**config.mk**
```make
export PLATFORM = sky130hd
export DESIGN_NAME = fastchip_arbiter
export DESIGN_NICKNAME = d
export VERILOG_FILES = /design/src/rtl/fastchip_arb_pkg.sv /design/src/rtl/fastchip_arb_rr.sv /design/src/rtl/fastchip_arbiter.sv
export SDC_FILE = /design/constraint.sdc
export NUM_CORES = 1
export LEC_CHECK = 0
export CORE_MARGIN = 2
export CORE_UTILIZATION = 43
export CTS_BUF_LIST = sky130_fd_sc_hd__clkbuf_8
export CTS_CLUSTER_DIAMETER = 60
export DETAILED_ROUTE_END_ITERATION = 10
export GPL_TIMING_DRIVEN = 1
export PLACE_DENSITY = 0.91
export SYNTH_ARGS = -nofsm -noshare
export SYNTH_HDL_FRONTEND = slang
export SYNTH_SLANG_ARGS = --single-unit
```
**constraint.sdc**
```tcl
create_clock -name clk_sys -period 2.2 [get_ports clk_sys]
set_input_delay 0.33 -clock clk_sys [delete_from_list [all_inputs] [get_ports clk_sys]]
set_output_delay 0.33 -clock clk_sys [all_outputs]
set_load 0.02 [all_outputs]
```
**src/rtl/fastchip_arb_pkg.sv**
```systemverilog
// rtl/fastchip_arb_pkg.sv - shared types and constants for the fast-chip bus arbiter
package fastchip_arb_pkg;

   typedef enum logic [1:0] {
      IDLE   = 2'd0,
      ACCESS = 2'd1,
      GAP    = 2'd2
   } state_e;

   typedef enum logic {
      GNT_CPU = 1'b0,
      GNT_AUX = 1'b1
   } grant_e;

   localparam logic [15:0] ERR_READ_DATA = 16'hFFFF;
   localparam int          TO_W          = 16;

   // Saturating increment for the timeout counter; never wraps back to zero.
   function automatic logic [TO_W-1:0] sat_inc(input logic [TO_W-1:0] v);
      return (&v) ? v : v + TO_W'(1);
   endfunction

endpackage

```
**src/rtl/fastchip_arb_rr.sv**
```systemverilog
// rtl/fastchip_arb_rr.sv - 2-way round-robin grant with last_grant register
module fastchip_arb_rr
   import fastchip_arb_pkg::*;
(
   input  logic   clk_sys,
   input  logic   reset,
   input  logic   req_cpu,
   input  logic   req_aux,
   input  logic   take,
   output logic   gnt_valid,
   output grant_e gnt
);

   grant_e last_grant;

   // Pick a master; on a tie the one not served last wins.
   always_comb begin
      gnt_valid = req_cpu | req_aux;
      gnt       = GNT_CPU;
      if (req_cpu && req_aux) begin
         gnt = (last_grant == GNT_AUX) ? GNT_CPU : GNT_AUX;
      end else if (req_aux) begin
         gnt = GNT_AUX;
      end
   end

   // Remember who was served; AUX after reset so the CPU wins the first tie.
   always_ff @(posedge clk_sys) begin
      if (reset) begin
         last_grant <= GNT_AUX;
      end else if (take && gnt_valid) begin
         last_grant <= gnt;
      end
   end

endmodule

```
**src/rtl/fastchip_arbiter.sv**
```systemverilog
// rtl/fastchip_arbiter.sv - CPU/aux arbiter and sequencer for the fast-chip register bus (option FASTCHIP_ARB_STATS_EN)
module fastchip_arbiter
   import fastchip_arb_pkg::*;
#(
   parameter int TIMEOUT_CYCLES = 255,
   parameter int GAP_CYCLES     = 1
) (
   input  logic        clk_sys,
   input  logic        reset,
   input  logic        cpu_req,
   input  logic [23:0] cpu_addr,
   input  logic [15:0] cpu_din,
   input  logic        cpu_rnw,
   input  logic        cpu_uds,
   input  logic        cpu_lds,
   input  logic        cpu_longword,
   output logic        cpu_ack,
   output logic [15:0] cpu_dout,
   output logic        cpu_err,
   input  logic        aux_req,
   input  logic [23:0] aux_addr,
   input  logic [15:0] aux_din,
   input  logic        aux_rnw,
   input  logic        aux_uds,
   input  logic        aux_lds,
   input  logic        aux_longword,
   output logic        aux_ack,
   output logic [15:0] aux_dout,
   output logic        aux_err,
   output logic        fc_sel,
   output logic [23:0] fc_addr,
   output logic [15:0] fc_din,
   output logic        fc_rnw,
   output logic        fc_uds,
   output logic        fc_lds,
   output logic        fc_longword,
   input  logic        fc_ready,
   input  logic [15:0] fc_dout,
   output logic        busy
`ifdef FASTCHIP_ARB_STATS_EN
   ,
   input  logic        stat_clr,
   output logic [15:0] stat_timeouts,
   output logic [7:0]  stat_cpu_wait_max
`endif
);

   localparam logic [TO_W-1:0] TO_LAST  = TO_W'(TIMEOUT_CYCLES - 1);
   localparam logic [2:0]      GAP_LAST = 3'(GAP_CYCLES - 1);

   state_e          state;
   state_e          state_nxt;
   grant_e          gnt;
   grant_e          cur;
   logic            gnt_valid;
   logic            take;
   logic            done_ok;
   logic            done_to;
   logic            done;
   logic [TO_W-1:0] to_cnt;
   logic [2:0]      gap_cnt;

   fastchip_arb_rr u_rr (
      .clk_sys   (clk_sys),
      .reset     (reset),
      .req_cpu   (cpu_req),
      .req_aux   (aux_req),
      .take      (take),
      .gnt_valid (gnt_valid),
      .gnt       (gnt)
   );

   assign done = done_ok | done_to;
   assign busy = (state != IDLE);

   // Next-state and per-cycle strobes; ready beats a same-cycle timeout.
   always_comb begin
      state_nxt = state;
      take      = 1'b0;
      done_ok   = 1'b0;
      done_to   = 1'b0;
      case (state)
         IDLE: begin
            if (gnt_valid) begin
               take      = 1'b1;
               state_nxt = ACCESS;
            end
         end
         ACCESS: begin
            if (fc_ready) begin
               done_ok   = 1'b1;
               state_nxt = GAP;
            end else if (to_cnt >= TO_LAST) begin
               done_to   = 1'b1;
               state_nxt = GAP;
            end
         end
         GAP: begin
            if (gap_cnt >= GAP_LAST) begin
               state_nxt = IDLE;
            end
         end
         default: state_nxt = IDLE;
      endcase
   end

   // State register.
   always_ff @(posedge clk_sys) begin
      if (reset) begin
         state <= IDLE;
      end else begin
         state <= state_nxt;
      end
   end

   // Timeout counter runs while waiting for ready and clears outside ACCESS.
   always_ff @(posedge clk_sys) begin
      if (reset) begin
         to_cnt <= '0;
      end else if (state != ACCESS) begin
         to_cnt <= '0;
      end else if (!fc_ready) begin
         to_cnt <= sat_inc(to_cnt);
      end
   end

   // Idle-gap counter keeps sel low long enough for downstream acks to clear.
   always_ff @(posedge clk_sys) begin
      if (reset) begin
         gap_cnt <= '0;
      end else if (state == GAP) begin
         gap_cnt <= gap_cnt + 3'd1;
      end else begin
         gap_cnt <= '0;
      end
   end

   // Latch the winning master's request onto the bus and drop sel on completion.
   always_ff @(posedge clk_sys) begin
      if (reset) begin
         fc_sel      <= 1'b0;
         fc_addr     <= '0;
         fc_din      <= '0;
         fc_rnw      <= 1'b1;
         fc_uds      <= 1'b0;
         fc_lds      <= 1'b0;
         fc_longword <= 1'b0;
         cur         <= GNT_CPU;
      end else if (take) begin
         fc_sel <= 1'b1;
         cur    <= gnt;
         if (gnt == GNT_CPU) begin
            fc_addr     <= cpu_addr;
            fc_din      <= cpu_din;
            fc_rnw      <= cpu_rnw;
            fc_uds      <= cpu_uds;
            fc_lds      <= cpu_lds;
            fc_longword <= cpu_longword;
         end else begin
            fc_addr     <= aux_addr;
            fc_din      <= aux_din;
            fc_rnw      <= aux_rnw;
            fc_uds      <= aux_uds;
            fc_lds      <= aux_lds;
            fc_longword <= aux_longword;
         end
      end else if (done) begin
         fc_sel <= 1'b0;
      end
   end

   // Completion pulses and read data back to the granted master only.
   always_ff @(posedge clk_sys) begin
      if (reset) begin
         cpu_ack  <= 1'b0;
         cpu_err  <= 1'b0;
         cpu_dout <= '0;
         aux_ack  <= 1'b0;
         aux_err  <= 1'b0;
         aux_dout <= '0;
      end else begin
         cpu_ack <= done && (cur == GNT_CPU);
         cpu_err <= done_to && (cur == GNT_CPU);
         aux_ack <= done && (cur == GNT_AUX);
         aux_err <= done_to && (cur == GNT_AUX);
         if (done && fc_rnw && (cur == GNT_CPU)) begin
            cpu_dout <= done_ok ? fc_dout : ERR_READ_DATA;
         end
         if (done && fc_rnw && (cur == GNT_AUX)) begin
            aux_dout <= done_ok ? fc_dout : ERR_READ_DATA;
         end
      end
   end

`ifdef FASTCHIP_ARB_STATS_EN
   logic [7:0] cpu_wait;
   logic [7:0] cpu_wait_fin;

   assign cpu_wait_fin = (&cpu_wait) ? cpu_wait : cpu_wait + 8'd1;

   // Saturating count of timed-out transactions; clear wins over increment.
   always_ff @(posedge clk_sys) begin
      if (reset || stat_clr) begin
         stat_timeouts <= '0;
      end else if (done_to && !(&stat_timeouts)) begin
         stat_timeouts <= stat_timeouts + 16'd1;
      end
   end

   // Track how long the CPU waits for each ack and keep the worst case.
   always_ff @(posedge clk_sys) begin
      if (reset) begin
         cpu_wait          <= '0;
         stat_cpu_wait_max <= '0;
      end else begin
         if (done && (cur == GNT_CPU)) begin
            cpu_wait <= '0;
         end else if (cpu_req && !cpu_ack && !(&cpu_wait)) begin
            cpu_wait <= cpu_wait + 8'd1;
         end
         if (stat_clr) begin
            stat_cpu_wait_max <= '0;
         end else if (done && (cur == GNT_CPU) && (cpu_wait_fin > stat_cpu_wait_max)) begin
            stat_cpu_wait_max <= cpu_wait_fin;
         end
      end
   end
`endif

endmodule
```
## Word-level counts from Yosys, hierarchy flattened

Cells that the tools add are included.

- $lt $le $gt $ge: 2
- Muxes and demuxes: 24
- Add/subtract/negate cells: 2
- Reductions and logical operators: 17
- Equal/unequal tests: 6
- Bitwise gates (word level): 6

Operators by type and width:

| kind | count |
|---|---|
| $mux 16 | 2 |
| $mux 24 | 1 |
| $add 16x1->16 const B | 1 |
| $ge 16x8->1 const B | 1 |
| $mux 1 | 16 |
| $reduce_and 16->1 | 1 |
| $logic_and 1x1->1 | 9 |
| $mux 2 | 4 |
| $pmux 2 s3 | 1 |
| $ne 2x1->1 const B | 2 |
| $not 1->1 | 4 |
| $reduce_bool 2->1 | 2 |
| $reduce_or 2->1 | 2 |
| $add 3x1->3 const B | 1 |
| $ge 3x1->1 const B | 1 |
| $ne 3x3->1 const B | 1 |
| $reduce_and 3->1 | 1 |
| $eq 2x1->1 const B | 1 |
| $eq 2x2->1 const B | 1 |
| $logic_not 2->1 | 1 |
| $ne 2x2->1 const B | 1 |
| $or 1x1->1 | 2 |
| $reduce_and 2->1 | 1 |

- Register bits: 104
- Word-level logic and storage cells: 75
- Bits of input ports: 109

## Logic depth before layout (Yosys ltp)

Gate-level depths: netlist of the first run.

- Word-level depth: 7
- Depth in mapped cells: 7

## Modules after synthesis

From an unflattened synthesis of the first run, not the netlist that was laid out.

- Cell total of the unflattened synthesis: 483
- Area, all modules: 4564.4 um^2

By module, submodules not included:

| module | instances | sequential area each (um^2) | area each (um^2) | cells an instance |
|---|---|---|---|---|
| fastchip_arbiter | 1 | 2001.9 | 4508.1 | 477 |
| fastchip_arb_rr | 1 | 20.0 | 56.3 | 6 |

## Worst setup path before layout of the first run

No wires, ideal clock.

- Kind: reg-to-reg
- Start point: register to_cnt[1]
- End point: register to_cnt[12]
- Data arrival time: 1.596 ns
- Path buffers: 0
- Clock period less this slack: 1.666 ns
- Slack: 0.534 ns
- Data required time: 2.130 ns
- Cell stages (with the launch flop): 6
- Library setup time: 0.070 ns
- Path through: dfxtp_1 > ha_1 > nand4b_1 > or4_1 > or3_1 > a21oi_1

- Longest elaborated chain between the ends: 3
- Elaborated cells on any way between the ends: 4
- Those cells by class: 1 x add/sub; 1 x bitwise; 2 x reduce/logical

RTL lines:

| what | RTL line | source |
|---|---|---|
| start: declaration | fastchip_arbiter.sv:60 | `logic [TO_W-1:0] to_cnt;` |
| start signal: assignment | fastchip_arbiter.sv:123 | `to_cnt <= sat_inc(to_cnt);` |
| branches (longest 3 deep; another with $add 16x1->16) | n/a |  |

Several ways; the timed one is not identified.
A chain may end at the register's enable or synchronous reset.

## Worst setup path after layout of the first run

- Start point: register state[0]
- End point: output busy

- Longest elaborated chain between the ends: 1

RTL lines:

| what | RTL line | source |
|---|---|---|
| start: declaration | fastchip_arbiter.sv:51 | `state_e state;` |
| start signal: assignment | fastchip_arbiter.sv:112 | `state <= state_nxt;` |
| $reduce_bool 2->1 | fastchip_arbiter.sv:74 | `assign busy = (state != IDLE);` |
| end: declaration | fastchip_arbiter.sv:39 | `output logic busy` |

Every way passes these cells.

==> summary.txt, run 1 <==
Outcome
  – Outcome: finished clean

STA
  – Fin. Hold Viols: 0
  – Minimum clock period: 1.97 ns
  – TNS Setup: 0 ns
  – Max_slew headroom: 46.5%
  – Final period utilization: 89.6%
  – Unrepaired setup endpoints after global routing: no
  – Max-slew violations: 0
  – Final setup viols: 0
  – Setup Skew: 0.0139 ns
  – Slew @ Worst Pin: 0.803 ns
  – Max Freq: 507 MHz

Routing
  – DR DRC count: 0
  – DRT Pass-1 Iters: 5
  – WL per Instance: 16.1 um
  – Vias per inst: 5.23
  – Initial DRC count: 144
  – Via Count: 4160
  – Routed Antenna Nets: 0
  – DRT Wirelength: 12.8 mm

Die
  – Die height: 104 um
  – Site row count: 36
  – Initial Utilization: 44.1%
  – Core area: 9730 sq um
  – DIE AREA: 10800 sq um
  – Die X-Extent: 104 um
  – IO Pins: 191

Clock tree
  – CTS max path bufs: 2
  – Clock transition at the registers of the reported paths: 0.10 ns
  – Skew-Pair Late Insertion Delay: 0.35 ns
  – Postcts setup bufs: 0
  – Clock tree sinks: 101
  – CTS buffer count: 9
  – Resize count post-CTS: 0
  – CTS Root Cell: clkbuf_8
  – Hold buffers post-CTS: 0
  – H-tree Lvls: 3
  – CTS tree: yes

Worst setup path
  – WS Path Type: register to primary output
  – WP data required: 1.87 ns
  – CP startpoint kind: register
  – CP endpoint kind: primary output
  – Crit-path max FO: 6
  – Largest delay share family, worst path: buffers and inverters
  – Crit-path max cell delay: 0.56 ns
  – Critical Path AT: 1.64 ns
  – Cell Chain, Critical Path: nor2_1, inv_1, clkdlybuf4s50_1
  – Buf/Inv on CP: 2
  – CP max-delay cell: clkdlybuf4s50_1

Place
  – DP Area: 6330 sq um
  – Gpl congestion: 0.879
  – Port-buffer cells: 190
  – Hpwl dp: 9.77 mm

Yosys
  – Number of flops mapped to enable cells by yosys: 0
  – Syn Inst Count: 477
  – Yosys warns: 0
  – Yosys reg bits: 101
  – Mean Syn Cell Area: 8.99 sq um
  – Ys async rst share: 0%
  – Synth Cell Area: 4290 sq um
  – Top_reg_cell synth: dfxtp_1
  – Post-Syn Nets: 588
  – Synth cell types: 45
  – Sequential element share of the synthesized area: 47.1%

Cells and area
  – Layout Nets: 767
  – Filler cells: 782
  – Fin area: 6520 sq um
  – Area growth syn-to-layout: 52.1%
  – Layout cells sized above 1: 5.45%
  – Most frequent cells in the layout: clkdlybuf4s50_1, dfxtp_1, nor2_1, a211oi_1, mux2i_1
  – Most common cell after layout, fill and taps aside: clkdlybuf4s50_1
  – Core Util, Final: 67.0%

GRT
  – Vias in the first global route: 3993
  – Largest net degree at the start of global routing: 77
  – Total gr overflow: 0
  – First-pass GRT wire length: 19.9 mm
  – Total Routing Usage GR: 22.7%
  – Initial antenna violation count: 0

Worst hold path
  – Hold crit path type: primary input to register

Job
  – Max-cap viol count: 0

Power and ir drop
  – Peak supply drop: 0.416 mV
  – Total power: 4.35 mW
  – Power Dens Cells: 666 nW/um^2
  – Leakage: 2.35 nW
cell type report:
type	instances	area (sq um)	area share [%]
well taps	133	166	2.55
multi-input cells	304	2000	30.6
flip-flops and latches	101	2020	31.0
clock buffers	9	124	1.90
inverters	41	154	2.36
clock inverters	7	66.3	1.02
diodes	1	2.50	0.0384
repair buffers	199	1990	30.5
flip-flops by register name, indices dropped and copies added, names as in the netlist, 2 cells and up:
signal,cells
to_cnt,16
cpu_dout,16
state,2
fc_din,16
fc_addr,24
aux_dout,16
worst register-to-register path, stage by stage (launching register included):
cell and delay (ns):
dfxtp_1 0.42, ha_1 0.27, nand4b_1 0.13, or4_1 0.48
or3_1 0.37, a21oi_1 0.14
kinds of logic after synthesis:
kind of cell / synth area share [%]
flops: 47.1
mux: 11.0
fa+ha+maj: 0.583
compound gates: 19.5
buf+inv: 6.56
simple gates: 15.2
power by group:
group          total, mW  switching [mW]  internal, mW
Clock               1.15           0.628         0.521
Sequential          2.06          0.0851          1.98
Combinational       1.14           0.556         0.581
Total               4.35            1.27          3.08
cell usage after synthesis, types with 2 or more instances:
cell type / instances / area, sq um
dfxtp_1: 101 / 2020
nor2_1: 86 / 323
a211oi_1: 75 / 563
mux2i_1: 46 / 460
inv_1: 41 / 154
clkbuf_1: 22 / 82.6
nand2_1: 13 / 48.8
o21ai_0: 13 / 65.1
buf_2: 9 / 45.0
a21oi_1: 7 / 35.0
nand3_1: 7 / 35.0
nor4_1: 7 / 43.8
a31oi_1: 5 / 31.3
or3_1: 5 / 31.3
nor3_1: 3 / 15.0
and3_1: 2 / 12.5
and4b_1: 2 / 20.0
ha_1: 2 / 25.0
nand3_2: 2 / 20.0
o311ai_0: 2 / 17.5
o31ai_2: 2 / 25.0
o41ai_1: 2 / 17.5
layer usage:
layer / wire length [um] / up-vias / GRT usage, %
li1: - / 2055 / -
met1: 5140 / 1933 / 26.1
met2: 6620 / 152 / 40.8
met3: 812 / 20 / 5.70
met4: 232 / 0 / 7.72
met5: 0 / - / 0
stage by stage:
stage	hold WS, ns	std cells	worst slack (ns)
after floorplan	0.458	477	0.534
after global placement	0.439	778	0.137
after detailed placement	0.442	778	0.0215
after CTS	0.258	794	0.203
after global routing	0.282	794	0.105
final	0.277	795	0.229
worst paths after layout:
check	startpoint	cells after the start	endpoint	slack, ns
worst max register to register	to_cnt[1]$_SDFFE_PP0P_	5	to_cnt[12]$_SDFFE_PP0P_	0.32
worst max-delay path	state[0]$_SDFFE_PP0P_	3	busy	0.23
worst min-delay path	reset	3	fc_rnw$_SDFFE_PP1P_	0.28
worst min register to register	aux_dout[3]$_SDFFE_PP0P_	2	aux_dout[3]$_SDFFE_PP0P_	0.46
No activity file was read; power rests on OpenSTA's default activity.
==> inputs of run 2 (changes only) <==
Settings changed: RECOVER_POWER set to 100.
==> run 2 against run 1 <==
- clock power hardly changed
- fmax is 0.52% lower
- routed wire length is 0.23% lower
- global-route usage stayed put
- utilization is 0.36 points lower
- final area is 0.54% lower
- combinational power is 4% lower
- worst setup slack worse by 0.010 ns
- largest power group unchanged
==> summary.txt, run 2 (same netlist as run 1, synthesis figures left out) <==
GRT
  – Vias in the first global route: 3993
  – Total Routing Usage GR: 22.7%
  – Initial antenna violation count: 0
  – Largest net degree at the start of global routing: 77
  – Total gr overflow: 0
  – First-pass GRT wire length: 19.9 mm

STA
  – Final setup viols: 0
  – Slew @ Worst Pin: 0.814 ns
  – Setup Skew: 0.0170 ns
  – Minimum clock period: 1.98 ns
  – Max_slew headroom: 45.7%
  – Max-slew violations: 0
  – Final period utilization: 90.1%
  – Unrepaired setup endpoints after global routing: no
  – Fin. Hold Viols: 0
  – TNS Setup: 0 ns
  – Hold slack: 0.279 ns
  – Max Freq: 505 MHz

Job
  – Max-cap viol count: 0

Worst hold path
  – Hold crit path type: primary input to register

Cells and area
  – Most common cell after layout, fill and taps aside: clkdlybuf4s50_1
  – Layout Nets: 767
  – Max FFs per register: 24
  – Cell Count, Final, Fillers Out: 794
  – Filler cells: 790
  – Most frequent cells in the layout: clkdlybuf4s50_1, dfxtp_1, nor2_1, dlygate4sd3_1, a211oi_1
  – Layout cells sized above 1: 4.24%
  – Multi-input gate area: 1980 sq um
  – Largest Register: fc_addr
  – Area growth syn-to-layout: 51.3%
  – Register Area: 2020 sq um
  – Antenna cells: 0

Routing
  – Vias per inst: 5.29
  – Via Count: 4198
  – Initial DRC count: 176
  – DRT Wirelength: 12.8 mm
  – Routed Antenna Nets: 0
  – DRT Pass-1 Iters: 4
  – WL per Instance: 16.1 um
  – DR DRC count: 0

Power and ir drop
  – Total power: 4.29 mW
  – Power Dens Cells: 661 nW/um^2
  – Leakage: 2.53 nW
  – Peak supply drop: 0.423 mV

Die
  – Core area: 9730 sq um
  – Die height: 104 um
  – DIE AREA: 10800 sq um
  – IO Pins: 191
  – Die X-Extent: 104 um
  – Site row count: 36
  – Initial Utilization: 44.1%

Place
  – Gpl congestion: 0.879
  – Port-buffer cells: 190
  – Placed insts: 778
  – Hpwl dp: 9.77 mm

Clock tree
  – CTS Root Cell: clkbuf_8
  – Hold buffers post-CTS: 0
  – Clock transition at the registers of the reported paths: 0.10 ns
  – Resize count post-CTS: 0
  – CTS tree: yes
  – Skew-Pair Late Insertion Delay: 0.35 ns
  – CTS buffer count: 9
  – CTS max path bufs: 2
  – H-tree Lvls: 3
  – Postcts setup bufs: 0
  – Clock tree sinks: 101

Worst setup path
  – CP endpoint kind: register
  – Crit-path max FO: 8
  – CP startpoint kind: register
  – WP data required: 2.42 ns
  – Critical Path AT: 2.20 ns
  – WS Path Type: register to register

Outcome
  – Outcome: finished clean
run 2: changes by cell type in the layout (fill, tap and decap cells not counted), sizes merged:
cell,delta
dlygate4sd3,+81
clkbuf,+3
clkdlybuf4s50,-81
buf,-3
diode,-1
run 2: cell type report:
| cell class | count | share of cell area, % |
|---|---|---|
| sequential | 101 | 31.2 |
| timing repair buffer | 199 | 30.5 |
| multi-input combinational | 304 | 30.5 |
| tap | 133 | 2.57 |
| inverter | 41 | 2.37 |
| clock buffer | 9 | 1.91 |
| clock inverter | 7 | 1.02 |
run 2: where the power goes:
| group | internal [mW] | total (mW) | switching (mW) |
|---|---|---|---|
| combinational | 0.528 | 1.09 | 0.557 |
| clock | 0.521 | 1.15 | 0.628 |
| sequential | 1.98 | 2.05 | 0.0778 |
| total | 3.02 | 4.29 | 1.26 |
run 2: worst paths after layout:
kind | start | to | slack, ns | depth (start not counted)
setup / recovery | to_cnt[2]$_SDFFE_PP0P_ | to_cnt[13]$_SDFFE_PP0P_ | 0.22 | 4
hold / removal | reset | fc_rnw$_SDFFE_PP1P_ | 0.28 | 3
setup reg to reg | to_cnt[2]$_SDFFE_PP0P_ | to_cnt[13]$_SDFFE_PP0P_ | 0.22 | 4
hold reg to reg | aux_dout[3]$_SDFFE_PP0P_ | aux_dout[3]$_SDFFE_PP0P_ | 0.46 | 2
run 2: through the flow:
step | setup slack, ns | utilization, % | area [sq um]
3_5_place_dp | 0.0215 | 65.1 | 6330
2_1_floorplan | 0.534 | - | 4290
6_report | 0.219 | 66.7 | 6490
3_3_place_gp | 0.137 | 65.1 | 6330
5_1_grt | 0.0620 | 66.7 | 6490
4_1_cts | 0.203 | 67.0 | 6520
run 2: layer usage:
metal | GRT usage, % | part of all wire, %
met5 | 0 | 0
met4 | 7.72 | 1.7
met3 | 5.70 | 6.6
met2 | 40.8 | 52
met1 | 26.1 | 40
run 2: worst max-delay path: stages, from the launching register on:
cell,delay [ns]
dfxtp_1,0.47
nand3_1,0.21
or4_1,0.65
o311ai_0,0.39
o41ai_1,0.14
